--- src/rtl/instruction_queue.sv ---
`default_nettype none
// ============================================================================
// Module      : instruction_queue
// Description : Show-ahead circular instruction queue between fetch and
//               decode. Holds {pc, instr} pairs, supports flush, and uses an
//               asynchronous active-low reset that also clears storage.
// Revision    : 1.0 - initial release
// ============================================================================
module instruction_queue #(
    parameter int DEPTH = 8,
    parameter int CW    = $clog2(DEPTH) + 1
) (
    input  logic          clk,
    input  logic          rst,
    input  logic [31:0]   PC,
    input  logic [31:0]   instr,
    input  logic          load_iq_fetch,
    input  logic          flush_iq_fetch,
    output logic          iq_really_full,
    output logic          iq_valid,
    output logic [31:0]   iq_pc,
    output logic [31:0]   iq_instr,
    input  logic          iq_deq,
    output logic [CW-1:0] iq_count
);

    localparam int c_AW = $clog2(DEPTH);

    logic [31:0]     r_pc_mem    [DEPTH];
    logic [31:0]     r_instr_mem [DEPTH];
    logic [c_AW-1:0] r_head;
    logic [c_AW-1:0] r_tail;
    logic [CW-1:0]   r_count;

    logic w_full;
    logic w_valid;
    logic w_enq;
    logic w_deq;

    // Status flags derive from the registered count only, so full has no
    // combinational path from any input.
    assign w_full  = (r_count == CW'(DEPTH));
    assign w_valid = (r_count != '0);

    // Flush overrides both sides; a full queue ignores loads, an empty one
    // ignores dequeues.
    assign w_enq = load_iq_fetch & ~w_full  & ~flush_iq_fetch;
    assign w_deq = iq_deq        &  w_valid & ~flush_iq_fetch;

    assign iq_really_full = w_full;
    assign iq_valid       = w_valid;
    assign iq_count       = r_count;
    assign iq_pc          = r_pc_mem[r_head];
    assign iq_instr       = r_instr_mem[r_head];

    // Entry storage: cleared only by reset, never by flush.
    always_ff @(posedge clk or negedge rst) begin
        if (!rst) begin
            for (int i = 0; i < DEPTH; i++) begin
                r_pc_mem[i]    <= '0;
                r_instr_mem[i] <= '0;
            end
        end else if (w_enq) begin
            r_pc_mem[r_tail]    <= PC;
            r_instr_mem[r_tail] <= instr;
        end
    end

    // Head/tail pointers wrap naturally because DEPTH is a power of two.
    always_ff @(posedge clk or negedge rst) begin
        if (!rst) begin
            r_head <= '0;
            r_tail <= '0;
        end else if (flush_iq_fetch) begin
            r_head <= '0;
            r_tail <= '0;
        end else begin
            if (w_enq) begin
                r_tail <= r_tail + c_AW'(1);
            end
            if (w_deq) begin
                r_head <= r_head + c_AW'(1);
            end
        end
    end

    // Occupancy count; simultaneous enqueue and dequeue leaves it unchanged.
    always_ff @(posedge clk or negedge rst) begin
        if (!rst) begin
            r_count <= '0;
        end else if (flush_iq_fetch) begin
            r_count <= '0;
        end else begin
            case ({w_enq, w_deq})
                2'b10:   r_count <= r_count + CW'(1);
                2'b01:   r_count <= r_count - CW'(1);
                default: r_count <= r_count;
            endcase
        end
    end

endmodule
`default_nettype wire

--- config.mk ---
export PLATFORM = sky130hd
export DESIGN_NAME = instruction_queue
export DESIGN_NICKNAME = d
export VERILOG_FILES = /design/src/rtl/instruction_queue.sv
export SDC_FILE = /design/constraint.sdc
export NUM_CORES = 1
export LEC_CHECK = 0
export BUFFER_PORTS_ARGS = -buffer_cell sky130_fd_sc_hd__buf_2
export CAP_MARGIN = 20
export CORE_MARGIN = 5
export CORE_UTILIZATION = 50
export DETAILED_ROUTE_END_ITERATION = 10
export MAX_ROUTING_LAYER = met4
export PLACE_DENSITY = 0.68
export SYNTH_ARGS = -nofsm -noshare
export SYNTH_HDL_FRONTEND = slang
export SYNTH_SLANG_ARGS = --single-unit
export TNS_END_PERCENT = 30
--- constraint.sdc ---
create_clock -name clk -period 4.04 [get_ports clk]
set_clock_uncertainty 0.15 [all_clocks]
set_input_delay 0.606 -clock clk [delete_from_list [all_inputs] [get_ports clk]]
set_output_delay 0.606 -clock clk [all_outputs]
set_load 0.01 [all_outputs]
======== After elaboration in Yosys (flattened, before gate mapping) ========
Index checks and enable logic that the tools add are counted.
Widths: inputs -> output; s select.
storage, ports and cells
  word-level logic and storage cells ...... 58
  output and inout port bits .............. 70
  register bits ........................... 522
  input port bits ......................... 69
operators by class
  equality and inequality tests ........... 3
  magnitude comparators ................... 3
  bitwise logic cells ..................... 8
  multiplexer cells ....................... 16
  reductions and logical operators ........ 5
  add/subtract/negate cells ............... 4
operators with widths
  cell                 count
  $bwmux 256           2
  $bmux 32 s3          2
  $mux 32              5
  $demux 32 s3         1
  $mux 3               4
  $ge 4x4->1 const B   2
  $not 3->4            2
  $pmux 4 s2           1
  $add 3x1->3 const B  2
  $add 4x1->4 const B  1
  $and 1x1->1          4
  $eq 4x4->1 const B   1
  $lt 4x1->1 const B   1
  $mux 4               1
  $reduce_bool 2->1    2
  $reduce_bool 4->1    1
  $sub 4x1->4 const B  1
  $reduce_bool 3->1    1
  $eq 2x1->1 const B   1
  $eq 2x2->1 const B   1
  $not 1->1            2
  $logic_and 1x1->1    1

======== Longest topological paths before layout ========
Gate-level depths: netlist of run 1.
  depth in word-level cells ............... 7
  depth in mapped cells ................... 9
  gate-level depth less buffers ........... 8

======== Worst setup path after synthesis of run 1 ========
No wires, ideal clock.
  kind .................................... flip-flop to flip-flop
  start point ............................. register r_count[0], in the netlist iq_count[0]
  end point ............................... register r_count[3], in the netlist iq_count[3]
  required time ........................... 3774 ps
  cell stages (with the launch flop) ...... 10
  path buffers ............................ 1
  period minus slack after synthesis ...... 3121 ps
  arrival time ............................ 2855 ps
  slack ................................... 919 ps
  setup time .............................. 116 ps
  cell sequence ........................... dfrtp_1 or4b_1 buf_2 a21oi_1 nor2b_1 ha_1 a21oi_1 nand2_1 or4b_2 o311ai_0
on the way
  word-level cells in the longest chain between the ends .. 7
  elaborated cells between the ends (all ways) .. 14
  classes of those cells .................. 2 x add/sub; 3 x eq/ne; 2 x mux; 5 x bitwise; 2 x reduce/logical
RTL lines
  item                                      RTL line  RTL
  start, declared                           33        logic [CW-1:0] r_count;
  start signal, assigned                    95        2'b10: r_count <= r_count + CW'(1);
  start signal, assigned                    96        2'b01: r_count <= r_count - CW'(1);
  start signal, assigned                    97        default: r_count <= r_count;
  $eq 4x4->1                                42        assign w_full = (r_count == CW'(DEPTH));
  $not 1->1                                 47        assign w_enq = load_iq_fetch & ~w_full & ~flush_iq_fetch;
  $and 1x1->1 (2 in series)                 47
  $eq 2x1->1 or $eq 2x2->1 (tied branches)  94        case ({w_enq, w_deq})
  $pmux 4 s2                                94
  $mux 4                                    91        end else if (flush_iq_fetch) begin
Several ways; a longest one is shown, not always the timed one.
A chain may end at the register's enable or synchronous reset.

======== Worst setup path in the final report of run 1 ========
  start point ............................. register r_head[0]
  end point ............................... output port iq_pc[8]
on the way
  word-level cells in the longest chain between the ends .. 4
RTL lines
  item                                         RTL line  RTL
  start, declared                              31        logic [c_AW-1:0] r_head;
  start signal, assigned                       82        r_head <= r_head + c_AW'(1);
  $not 3->4 (implied by the code)              53        assign iq_pc = r_pc_mem[r_head];
  $bmux 32 s3                                  53
  $mux 32 (implied by the code) (2 in series)  53
  end, declared                                21        output logic [31:0] iq_pc,
No other way between the ends. The select of a mux whose other input is x is not followed.

==> metrics, run 1 <==
outcome=completed; syn_nets=1452; sequential share of the synthesized area=55.34%; 1st-iter DRT viols=646; Place WS=0.7148 ns; Cells after DPL=2069; final hold violation count=0; DIE WIDTH=227.3 µm; Pint=12640 µW; Crit Path Max Fanout=26; grt met2 use=31.42%; most numerous cell in the Yosys netlist=dfrtp_1; leakage=0.01268 µW; setup ws final=0.4863 ns; clk_lat worst skew=0.59 ns; Post-Syn Area=23600 µm²; detailed-route DRC error count=0; top cell type's share of synthesized area=55.34%; met1 Use GR=29.77%; share of layout cells above drive strength 1=57.62%; io pins=139; hold buffer count at cts=1; post-layout net count=1594; Period Utilization, post-route=87.96%; Final ANT Viol Nets=0; yosys warns=0; initial antenna violation count=5; Slew Limit Fails=0; Tmin final=3.554 ns; total die area=51650 µm²; Post-Syn Instances=1378; CTS resizes=0; Final Wtd Congestion=0.7340; Clk pin slew, worst setup/hold paths=0.06 ns; total congestion overflow=0; VDD IR-drop max=404.6 µV; largest cells by area after synthesis=dfrtp_1 (55%), mux2_2 (24%), mux4_2 (12%), mux2_1 (3.3%), buf_6 (1.8%); Rows=79; top cell type by total area after synthesis=dfrtp_1; total wire length=49940 µm; dpl hpwl=29660 µm; # setup viols final=0; number of H-tree levels=2; clock network power share=28.7%; Switching Fraction=27.66%; syn avg cell area=17.13 µm²; CTS tree=done; routed vias/inst=5.813; Comb pwr share=29.1%; synth cell count leaders=dfrtp_1 (522), mux2_2 (506), mux4_2 (128); Initial Utilization=50.59%; core area=46650 µm²; routed via count=12638; Flop pwr share=42.1%; net switching power=4833 µW; Clock Tree Root=clkbuf_16; Peak Freq=281.4 MHz; postcts setup bufs=0; Post-synth ARST share=100.0%; gr busiest metal=met2; first-pass GRT wire length=81430 µm; Die Y=227.3 µm; worst-case clock buffer depth=3; Synth cell types=33; Crit. End Element=primary output; worst hold path type=in -> reg; Tot Pwr=17470 µW; Detailed Routing Iterations Pass 1=4; #FFs+latches synth=522; number of synthesized flops with an enable pin=0; CP required=3.28 ns; Port Buffer Count=138; startpoint types=flop; post-route insts no fill=2174; Rel. slew slack=50.64%; Min Hold Slack=0.1918 ns; Slew @ Worst Pin=0.7405 ns; Pwr Density=653.6 nW/µm²; setup TNS=0 ns; critical path arrival=2.80 ns; vias in the first global route=14147; RSZ-0062 raised after global routing=false; Main synth FF type=dfrtp_1; P&R area growth vs syn=13.28%; WL/cell=22.97 µm; largest net degree at the start of global routing=96; Clock Sink Count=522; Global Route Usage Sum=20.72%; max-cap violations=0; GRT met3 Usage=3.598%; kind of critical path=reg -> out; TritonCTS buffer count=55
-- final cells by class --
cell class | instances | area [µm²]
multi-input combinational | 766 | 9857
tap | 607 | 759.5
antenna | 5 | 12.51
timing repair buffer | 174 | 1211
fill | 3645 | 19920
sequential | 522 | 13070
clock inverter | 9 | 120.1
clock buffer | 90 | 1700
inverter | 1 | 3.754
-- final timing paths --
kind	from	endpoint	slack [ns]	depth (start not counted)
setup / recovery	r_head[0]$_DFFE_PN0P_	iq_pc[8]	0.49	4
hold / removal	PC[0]	r_pc_mem[64]$_DFFE_PN0P_	0.19	2
setup reg to reg	iq_count[0]$_DFFE_PN0P_	iq_count[3]$_DFFE_PN0P_	0.70	8
hold reg to reg	r_pc_mem[88]$_DFFE_PN0P_	r_pc_mem[88]$_DFFE_PN0P_	0.34	1
max in group asynchronous	rst	r_pc_mem[103]$_DFFE_PN0P_	2.40	3
min in group asynchronous	rst	r_pc_mem[214]$_DFFE_PN0P_	0.42	2
-- power by group through the flow --
stage	clock network, µW	logic [µW]	registers, µW
6_report	5020	5090	7360
3_5_place_dp	0	5180	7440
2_1_floorplan	0	3790	7090
3_3_place_gp	0	5100	7350
5_1_grt	5380	5560	7540
4_1_cts	5160	5210	7360
-- layer usage --
| metal | wire length (µm) | vias up |
|---|---|---|
| met4 | 908 | 0 |
| met3 | 2021 | 71 |
| met5 | 0 | - |
| met1 | 23120 | 6857 |
| met2 | 23890 | 192 |
| li1 | - | 5518 |
-- registers in the layout (all words and copies together), names as in the netlist --
register,count
r_tail,3
iq_count,4
r_head,3
r_pc_mem,256
r_instr_mem,256
-- critical path: stages, from the launching register on --
cell,delay (ns)
dfrtp_4,0.81
buf_4,0.38
mux4_2,0.54
mux2_2,0.31
buf_2,0.15
-- kinds of logic (layout without fill, tap and decap cells) --
logic type | after synthesis | in the layout | share of synthesized area [%]
other cells | 0 | 5 | 0
simple gates | 37 | 37 | 1.081
mux | 708 | 708 | 39.86
compound gates | 10 | 10 | 0.2969
fa+ha+maj | 5 | 5 | 0.2969
flops | 522 | 522 | 55.34
xor+xnor | 6 | 6 | 0.2227
buf+inv | 90 | 274 | 2.900
-- layout by cell type, fill, tap and decap left out, types with 4 or more instances in the layout --
master     instances
dfrtp_1          519
mux2_2           506
buf_2            137
mux4_2           128
mux2_1            70
clkbuf_16         57
buf_12            19
clkbuf_1          18
buf_4             16
clkbuf_8          15
nor2_1            11
nand2_4            6
clkinv_2           6
diode_2            5
a21oi_1            4
mux2i_1            4
nand3_1            4
ha_1               4
-- stage by stage --
step,util [%],instance area (µm²)
floorplan,-,23600
global placement,53.36,24900
detailed placement,53.36,24900
CTS,57.28,26730
global route,57.31,26740
finish,57.31,26740
Power figures use the tool's default switching activity.
==> run 2: changes to the inputs <==
PLACE_DENSITY = 0.7   (was 0.68)
clock period = 3.1 ns   (was 4.04 ns; I/O delays follow)
==> metrics, run 2 (synthesis results as in run 1) <==
Slew Limit Fails=0 (unchanged); setup ws final=0.03098 ns (was 0.4863 ns); reg2reg path depth=8 (unchanged); CTS tree=done (unchanged); Die Y=227.3 µm (unchanged); post-layout net count=1645 (was 1594); critical path's top delay family=multiplexers (unchanged); critical path arrival=2.45 ns (was 2.80 ns); TritonCTS buffer count=54 (was 55); dpl hpwl=30740 µm (was 29660 µm); Crit Path Max Fanout=11 (was 26); initial antenna violation count=8 (was 5); Detailed Routing Iterations Pass 1=4 (unchanged); detailed-route DRC error count=0 (unchanged); Critical Path, Cell by Cell=buf_12 > buf_16 > buf_4 > mux4_2 > mux2_2 > buf_2 (was buf_4 > mux4_2 > mux2_2 > buf_2); io pins=139 (unchanged); most frequent cells in the layout=dfrtp_1 (519), mux2_2 (500), buf_2 (133) (was dfrtp_1 (519), mux2_2 (506), buf_2 (137)); r2r endpoint=iq_count[3]$_DFFE_PN0P_ (unchanged); share of layout cells above drive strength 1=58.86% (was 57.62%); Global Route Usage Sum=21.23% (was 20.72%); Multi-input gate area=9902 µm² (was 9857 µm²); largest net degree at the start of global routing=76 (was 96); Clock Sink Count=522 (unchanged); Max stage delay cell, worst path=dfrtp_4 (unchanged); routed via count=12900 (was 12638); final core occ=59.09% (was 57.31%); final hold violation count=0 (unchanged); Critical Path Start=r_head[0]$_DFFE_PN0P_ (unchanged); 1st-iter DRT viols=620 (was 646); Fillers=3579 (was 3645); outcome=completed (unchanged); Rows=79 (unchanged); Peak Freq=325.8 MHz; CP Capture Point=iq_pc[20] (was iq_pc[8]); P&R area growth vs syn=16.79% (was 13.28%); VDD IR-drop max=787.8 µV (was 404.6 µV); Tmin final=3.069 ns; Period Utilization, post-route=99.00%; core area=46650 µm² (unchanged); startpoint types=flop (unchanged); total congestion overflow=0 (unchanged); cell depth of the worst setup path=6 (was 4); clk_lat worst skew=0.59 ns (about the same); vias in the first global route=14025 (was 14147); reg2reg start=iq_count[0]$_DFFE_PN0P_ (unchanged); leakage=0.01308 µW (was 0.01268 µW); Initial Utilization=50.59% (unchanged); Clk pin slew, worst setup/hold paths=0.06 ns (about the same); max incr delay on CP=0.52 ns (was 0.81 ns); Rel. slew slack=55.37% (was 50.64%); WL/cell=23.29 µm (was 22.97 µm); CP required=2.48 ns (was 3.28 ns); worst-case clock buffer depth=3 (unchanged); total die area=51650 µm² (unchanged); RSZ-0062 raised after global routing=true (was false); max-cap violations=0 (unchanged); Port Buffer Count=138 (unchanged); Place WS=0.1111 ns (was 0.7148 ns); FF-to-FF setup slack=0.23 ns (was 0.70 ns); Final ANT Viol Nets=0 (unchanged); commonest non-fill, non-tap cell in the layout=dfrtp_1 (unchanged); worst hold path type=in -> reg (unchanged); Slew @ Worst Pin=0.6695 ns (was 0.7405 ns); DIE WIDTH=227.3 µm (unchanged); Clock Tree Root=clkbuf_16 (unchanged); # setup viols final=0 (unchanged); Pwr Density=854.0 nW/µm² (was 653.6 nW/µm²); routed vias/inst=5.785 (was 5.813); sequential cell area=13070 µm² (unchanged); Crit. End Element=primary output (unchanged); number of H-tree levels=2 (unchanged); Final Wtd Congestion=0.7542 (was 0.7340); kind of critical path=reg -> out (unchanged); first-pass GRT wire length=82930 µm (was 81430 µm); Worst Path Buf+Inv=4 (was 2); total wire length=51950 µm (was 49940 µm)
[run 2: what timing repair did]
item / CTS / global route
buffers inserted: 5 / 3
endpoints found under the hold margin: 83 / 0
hold buffers: 16 / 0
gates cloned: 3 / 0
gates resized for setup: 10 / 14
setup endpoints to repair: 49 / 29
[run 2: per-layer routing]
metal | global-route usage [%] | routed length, µm | vias to the layer above
li1 | - | - | 5620
met1 | 28.72 | 22870 | 7000
met2 | 33.78 | 25660 | 207
met3 | 4.475 | 2462 | 73
met4 | 4.630 | 948 | 0
met5 | - | 0 | -
[run 2: final cells by class]
type / instances / share of cell area [%]
Antenna cell: 9 / 0.08170
Clock buffer: 76 / 5.714
Clock inverter: 23 / 1.003
Inverter: 1 / 0.01362
Multi-Input combinational cell: 766 / 35.92
Sequential cell: 522 / 47.42
Tap cell: 607 / 2.755
Timing Repair Buffer: 226 / 7.089
[run 2: how the worst min path moves through the flow]
stage               depth (start not counted)                        end  slack [ns]                     start
floorplan                                   0    iq_count[0]$_DFFE_PN0P_        0.02                       rst
global placement                            1   r_pc_mem[62]$_DFFE_PN0P_        0.32  r_pc_mem[62]$_DFFE_PN0P_
detailed placement                          1   r_pc_mem[11]$_DFFE_PN0P_        0.33  r_pc_mem[11]$_DFFE_PN0P_
CTS                                         2  r_pc_mem[223]$_DFFE_PN0P_      0.0006                    PC[31]
global route                                2   r_pc_mem[81]$_DFFE_PN0P_        0.02                    PC[17]
finish                                      2  r_pc_mem[223]$_DFFE_PN0P_        0.03                    PC[31]
[run 2: metrics by stage]
| stage | power (µW) | hold slack (ns) | std cells | area (µm²) | setup TNS (ns) |
|---|---|---|---|---|---|
| floorplan | 14190 | 0.01941 | 1378 | 23610 | 0 |
| global placement | 16420 | 0.3184 | 2095 | 25270 | 0 |
| detailed placement | 16680 | 0.3270 | 2095 | 25270 | 0 |
| CTS | 23750 | 0.0006168 | 2218 | 27460 | -0.06525 |
| global route | 24800 | 0.01786 | 2228 | 27560 | -0.6374 |
| finish | 23540 | 0.03448 | 2230 | 27570 | 0 |
[run 2: where the power goes]
group,internal [µW],switching (µW)
sequential,8580,856
combinational,4420,3030
clock,3960,2700
